**config.mk**
```make
export PLATFORM = sky130hd
export DESIGN_NAME = bk_multiword_adder
export DESIGN_NICKNAME = d
export VERILOG_FILES = /design/src/rtl/bk_multiword_adder_pkg.sv /design/src/rtl/bk_slice16.sv /design/src/rtl/bk_multiword_adder.sv
export SDC_FILE = /design/constraint.sdc
export NUM_CORES = 1
export LEC_CHECK = 0
export ABC_AREA = 1
export BUFFER_PORTS_ARGS = -buffer_cell sky130_fd_sc_hd__buf_4
export CORE_MARGIN = 4
export CORE_UTILIZATION = 55
export DETAILED_ROUTE_END_ITERATION = 6
export GPL_TIMING_DRIVEN = 0
export PLACE_DENSITY = 0.8
export SYNTH_ARGS = -nofsm -noshare
export SYNTH_HDL_FRONTEND = slang
export SYNTH_SLANG_ARGS = --single-unit
```
**constraint.sdc**
```tcl
create_clock -name clk -period 6.45 [get_ports clk]
set_clock_uncertainty 0.15 [all_clocks]
set_input_delay 0.3225 -clock clk [delete_from_list [all_inputs] [get_ports clk]]
set_output_delay 0.3225 -clock clk [all_outputs]
set_load 0.05 [all_outputs]
```
**src/rtl/bk_multiword_adder_pkg.sv**
```systemverilog
// bk_multiword_adder_pkg: shared slice width and FSM state type for bk_multiword_adder
package bk_multiword_adder_pkg;
  localparam int SLICE_W = 16;
  typedef enum logic [1:0] {IDLE, RUN, DONE} state_e;
endpackage

```
**src/rtl/bk_slice16.sv**
```systemverilog
// bk_slice16: combinational 16-bit Brent-Kung prefix adder (a, b, cin -> sum, c_out)
module bk_slice16 (
  input  logic [15:0] a,
  input  logic [15:0] b,
  input  logic        cin,
  output logic [15:0] sum,
  output logic        c_out
);
  logic [15:0] p, gg, pp;
  always_comb begin
    p  = a ^ b;
    pp = p;
    gg = a & b;
    gg[0] = gg[0] | (p[0] & cin);
    for (int l = 0; l < 4; l++)
      for (int i = 0; i < 16; i++)
        if ((i % (2 << l)) == (2 << l) - 1) begin
          gg[i] = gg[i] | (pp[i] & gg[i - (1 << l)]);
          pp[i] = pp[i] & pp[i - (1 << l)];
        end
    for (int l = 2; l >= 0; l--)
      for (int i = 0; i < 16; i++)
        if (i >= (2 << l) && (i % (2 << l)) == (1 << l) - 1) begin
          gg[i] = gg[i] | (pp[i] & gg[i - (1 << l)]);
          pp[i] = pp[i] & pp[i - (1 << l)];
        end
    sum   = p ^ {gg[14:0], cin};
    c_out = gg[15];
  end
endmodule

```
**src/rtl/bk_multiword_adder.sv**
```systemverilog
// bk_multiword_adder: NW x 16-bit slice-serial adder (a,b,cin in; sum,c_out out; valid/ready both sides; ovf with BK_ADDER_OVF_EN)
module bk_multiword_adder
  import bk_multiword_adder_pkg::*;
#(
  parameter int NW = 4
) (
  input  logic                  clk,
  input  logic                  rst,
  input  logic [SLICE_W*NW-1:0] a,
  input  logic [SLICE_W*NW-1:0] b,
  input  logic                  cin,
  input  logic                  in_valid,
  output logic                  in_ready,
  output logic [SLICE_W*NW-1:0] sum,
  output logic                  c_out,
  output logic                  out_valid,
`ifdef BK_ADDER_OVF_EN
  output logic                  ovf,
`endif
  input  logic                  out_ready
);
  localparam int W  = SLICE_W * NW;
  localparam int KW = $clog2(NW);
  state_e state_q, state_d;
  logic [W-1:0] a_q, a_d, b_q, b_d, sum_q, sum_d;
  logic carry_q, carry_d, c_out_q, c_out_d;
  logic [KW-1:0] k_q, k_d;
  logic [SLICE_W-1:0] s_sum;
  logic s_co;
`ifdef BK_ADDER_OVF_EN
  logic ovf_q, ovf_d;
  assign ovf = ovf_q;
`endif
  bk_slice16 u_slice (
    .a     (a_q[k_q*SLICE_W +: SLICE_W]),
    .b     (b_q[k_q*SLICE_W +: SLICE_W]),
    .cin   (carry_q),
    .sum   (s_sum),
    .c_out (s_co)
  );
  always_comb begin
    state_d = state_q;
    a_d     = a_q;
    b_d     = b_q;
    sum_d   = sum_q;
    carry_d = carry_q;
    c_out_d = c_out_q;
    k_d     = k_q;
`ifdef BK_ADDER_OVF_EN
    ovf_d   = ovf_q;
`endif
    unique case (state_q)
      IDLE: if (in_valid) begin
        a_d     = a;
        b_d     = b;
        carry_d = cin;
        k_d     = '0;
        state_d = RUN;
      end
      RUN: begin
        sum_d[k_q*SLICE_W +: SLICE_W] = s_sum;
        carry_d = s_co;
        k_d     = k_q + KW'(1);
        if (k_q == KW'(NW - 1)) begin
          c_out_d = s_co;
          k_d     = '0;
          state_d = DONE;
`ifdef BK_ADDER_OVF_EN
          ovf_d   = (a_q[W-1] == b_q[W-1]) && (s_sum[SLICE_W-1] != a_q[W-1]);
`endif
        end
      end
      DONE: state_d = out_ready ? IDLE : DONE;
      default: state_d = IDLE;
    endcase
  end
  always_ff @(posedge clk or posedge rst) begin
    if (rst) begin
      state_q <= IDLE;
      a_q     <= '0;
      b_q     <= '0;
      sum_q   <= '0;
      carry_q <= 1'b0;
      c_out_q <= 1'b0;
      k_q     <= '0;
`ifdef BK_ADDER_OVF_EN
      ovf_q   <= 1'b0;
`endif
    end else begin
      state_q <= state_d;
      a_q     <= a_d;
      b_q     <= b_d;
      sum_q   <= sum_d;
      carry_q <= carry_d;
      c_out_q <= c_out_d;
      k_q     <= k_d;
`ifdef BK_ADDER_OVF_EN
      ovf_q   <= ovf_d;
`endif
    end
  end
  assign in_ready  = (state_q == IDLE);
  assign out_valid = (state_q == DONE);
  assign sum       = sum_q;
  assign c_out     = c_out_q;
endmodule

```
==> metrics.md <==
| Metric | Value |
|---|---|
| Status | `finished with violations` |
| Violated checks | `DRC` |
| GRT overflow | `0` |
| Critical Path RT | `6.60 ns` |
| FF+latch area | `4950 sq um` |
| Syn Inst Count | `1108` |
| CP Launch Type | `flip-flop` |
| Mean post-synth cell area | `8.35 sq um` |
| F_max | `0.227 GHz` |
| Synth unique cells | `29` |
| Final instance area | `13000 sq um` |
| Slew @ Worst Pin | `0.719 ns` |
| Number of H-tree levels | `4` |
| RSZ-0062 raised after global routing | `false` |
| Worst slack at placement | `2.25 ns` |
| Initial Util | `56.0%` |
| Root Driver | `clkbuf_16` |
| First-pass GRT wire length | `50.6 mm` |
| Synth top area share | `53.6%` |
| Via count | `9682` |
| CTS tree | `built` |
| Total Wirelength | `32.9 mm` |
| Top post-synthesis cells by area | `dfrtp_1, nand2_1, o21ai_0` |
| Worst-Skew Late Latency | `0.44 ns` |
| Arr. time, crit path | `4.55 ns` |
| Final worst-path cycle share | `68.3%` |
| Max cap viols | `0` |
| DP Area | `11100 sq um` |
| Count leader, synth | `nand2_1` |
| Num Clock Sinks | `198` |
| Largest net degree at the start of global routing | `136` |
| Ordered cell list for the critical path | `inv_1 -> clkbuf_1 -> o21ai_0 -> o22ai_1 -> fa_1 -> inv_1 -> fa_1 -> inv_1 -> nand3_1 -> nand2_1 -> nand2_1 -> nand2_1 -> inv_1 -> fa_1 -> xor2_1 -> nor2_1 -> nand2_1 -> o21ai_0` |
| Die outline width | `138 microns` |
| Commonest cells in the netlist | `nand2_1, dfrtp_1, o21ai_0` |
| Leakage | `6.68 nW` |
| Overall power | `7.57 mW` |
| Die H | `138 microns` |
| Placed cells | `1528` |
| IO Port Bufs | `199` |
| Fin cells | `1691` |
| Crit Path Class | `flip-flop to flip-flop` |
| Drt first pass iters | `7` |
| Drt drc | `1` |
| Worst VDD drop | `0.373 mV` |
| CTS Buf Count | `17` |
| Final Net Count | `1618` |
| Worst slew margin | `52.1%` |
| CORE AREA | `16500 sq um` |
| GRT Util Overall | `35.3%` |
| Hold_ws | `0.0361 ns` |
| Sequential-to-total area share from yosys stat | `53.6%` |
| Routed length per instance | `19.4 microns` |
| Final Critical Period | `4.41 ns` |
| Warnings, synthesis | `0` |
| Final Hold Fails | `0` |
| FFs w/ async S/R, synth | `100%` |
| CTS clk-pin slew, worst paths | `0.07 ns` |
| Antenna violations before repair | `2` |
| Num rows | `47` |
| Remaining antenna violation count | `0` |
| Share of post-route cells with drive strength above 1 | `19.1%` |
| CP Max Fanout | `12` |
| HPWL Detailed | `21.4 mm` |
| Cell Pwr Density | `585 nW/um^2` |
| Area of the multi-input gates | `3790 sq um` |
| Critical path's slowest cell | `clkbuf_1` |
| EDFF count, synth | `0` |
| Die area | `19000 sq um` |
| Worst setup EP type | `flip-flop` |
| Number of fill cells | `1028` |
| Final Wtd Congestion | `0.955` |
| Worst setup margin | `2.04 ns` |
| Net Count, Synth | `1270` |
| Synthesized flop and latch total | `198` |
| Area Growth Syn to Fin | `40.1%` |
| Final Max Slew Viols | `0` |
| Routed vias/inst | `5.73` |
| I/O pins | `200` |
| CTS Buffer Depth | `2` |
| Iteration-0 DRC Markers | `1298` |
| Vias in the first global route | `9579` |
| Min-Delay Path Class | `input port to flip-flop` |
| Synthesized area | `9250 sq um` |
| CP max stage delay | `0.56 ns` |
| Setup violators final | `0` |
| Post-synth top flop | `dfrtp_1` |
| Synth area leader | `dfrtp_1` |
[critical path: cells and delay by family, from the launching register on]
kind	cells	cell delay (ns)
flip-flops	1	0.53
buffers and inverters	5	1.01
XOR/XNOR	1	0.35
AO/OA/AOI/OAI	3	0.63
AND/OR/NAND/NOR	6	0.61
adder cells (fa/ha/maj)	3	0.99
[worst paths after layout]
kind	startpoint	endpoint	slack, ns	depth (start not counted)
setup reg to reg	k_q[1]$_DFFE_PP0P_	sum[25]$_DFFE_PP0P_	2.04	18
min in group asynchronous	rst	a_q[57]$_DFFE_PP0P_	0.32	3
hold / removal	b[37]	b_q[37]$_DFFE_PP0P_	0.04	3
max in group asynchronous	rst	b_q[55]$_DFFE_PP0P_	4.78	4
hold reg to reg	a_q[32]$_DFFE_PP0P_	a_q[32]$_DFFE_PP0P_	0.33	2
setup / recovery	k_q[1]$_DFFE_PP0P_	sum[25]$_DFFE_PP0P_	2.04	18
[area by class of cell]
cell class | count | area share, %
flip-flops and latches | 198 | 38.2
multi-input cells | 800 | 29.2
repair buffers | 329 | 21.7
clock buffers | 21 | 3.55
plain buffers | 68 | 2.67
well taps | 220 | 2.12
inverters | 42 | 1.29
clock inverters | 11 | 1.14
diodes | 2 | 0.0386
[timing repair]
action                                 4_1_cts  5_1_grt
hold buffers                               129        0
endpoints found under the hold margin      191        0
setup buffers                                0        0
gates resized for setup                      0        0
[through the flow]
step / TNS, ns / util (%)
after floorplan: 0 / -
after global placement: -285.32 / 66.7
after detailed placement: 0 / 66.9
after CTS: 0 / 78.4
after global routing: 0 / 78.4
final: 0 / 78.4
[routing by layer]
layer	GRT usage (%)	share of wire [%]	vias to the layer above
li1	-	-	4279
met1	44.2	36	4584
met2	58.3	48	687
met3	7.74	11	132
met4	16.7	4.5	0
met5	0	0	-
[layout by cell type (no fill, tap or decap), types with 3 or more instances in the layout]
cell	count
xnor2_1	3
buf_1	3
nand3_1	11
fa_1	9
clkbuf_16	17
a21oi_1	15
buf_4	209
o31ai_1	17
o21ai_1	31
a32oi_1	8
inv_1	37
xor2_1	4
inv_2	3
o22ai_1	22
o21ai_0	130
bufinv_16	3
nor2_1	64
buf_2	31
clkbuf_1	24
dfrtp_1	198
clkinv_2	3
dlygate4sd3_1	129
nand2_1	459
ha_1	20
[flip-flops by register name (all words and copies together), names as in the netlist]
signal,flops
a_q,64
b_q,64
sum,64
k_q,2
state_q,2
c_out,1
carry_q,1
[power breakdown]
group	internal, mW	switching (mW)
logic	1.36	2.98
clock network	0.633	0.478
registers	1.77	0.362
[cells by family (layout without fill, tap and decap cells)]
logic type,Yosys count,count (layout),share of synthesized area [%]
other,0,2,0
adder cells (fa/ha/maj),29,29,4.65
AND/OR/NAND/NOR,538,538,22.2
AO/OA/AOI/OAI,226,226,13.4
buffers and inverters,110,471,5.48
flip-flops,198,198,53.6
XOR/XNOR,7,7,0.663
No activity file was read; power rests on OpenSTA's default activity.
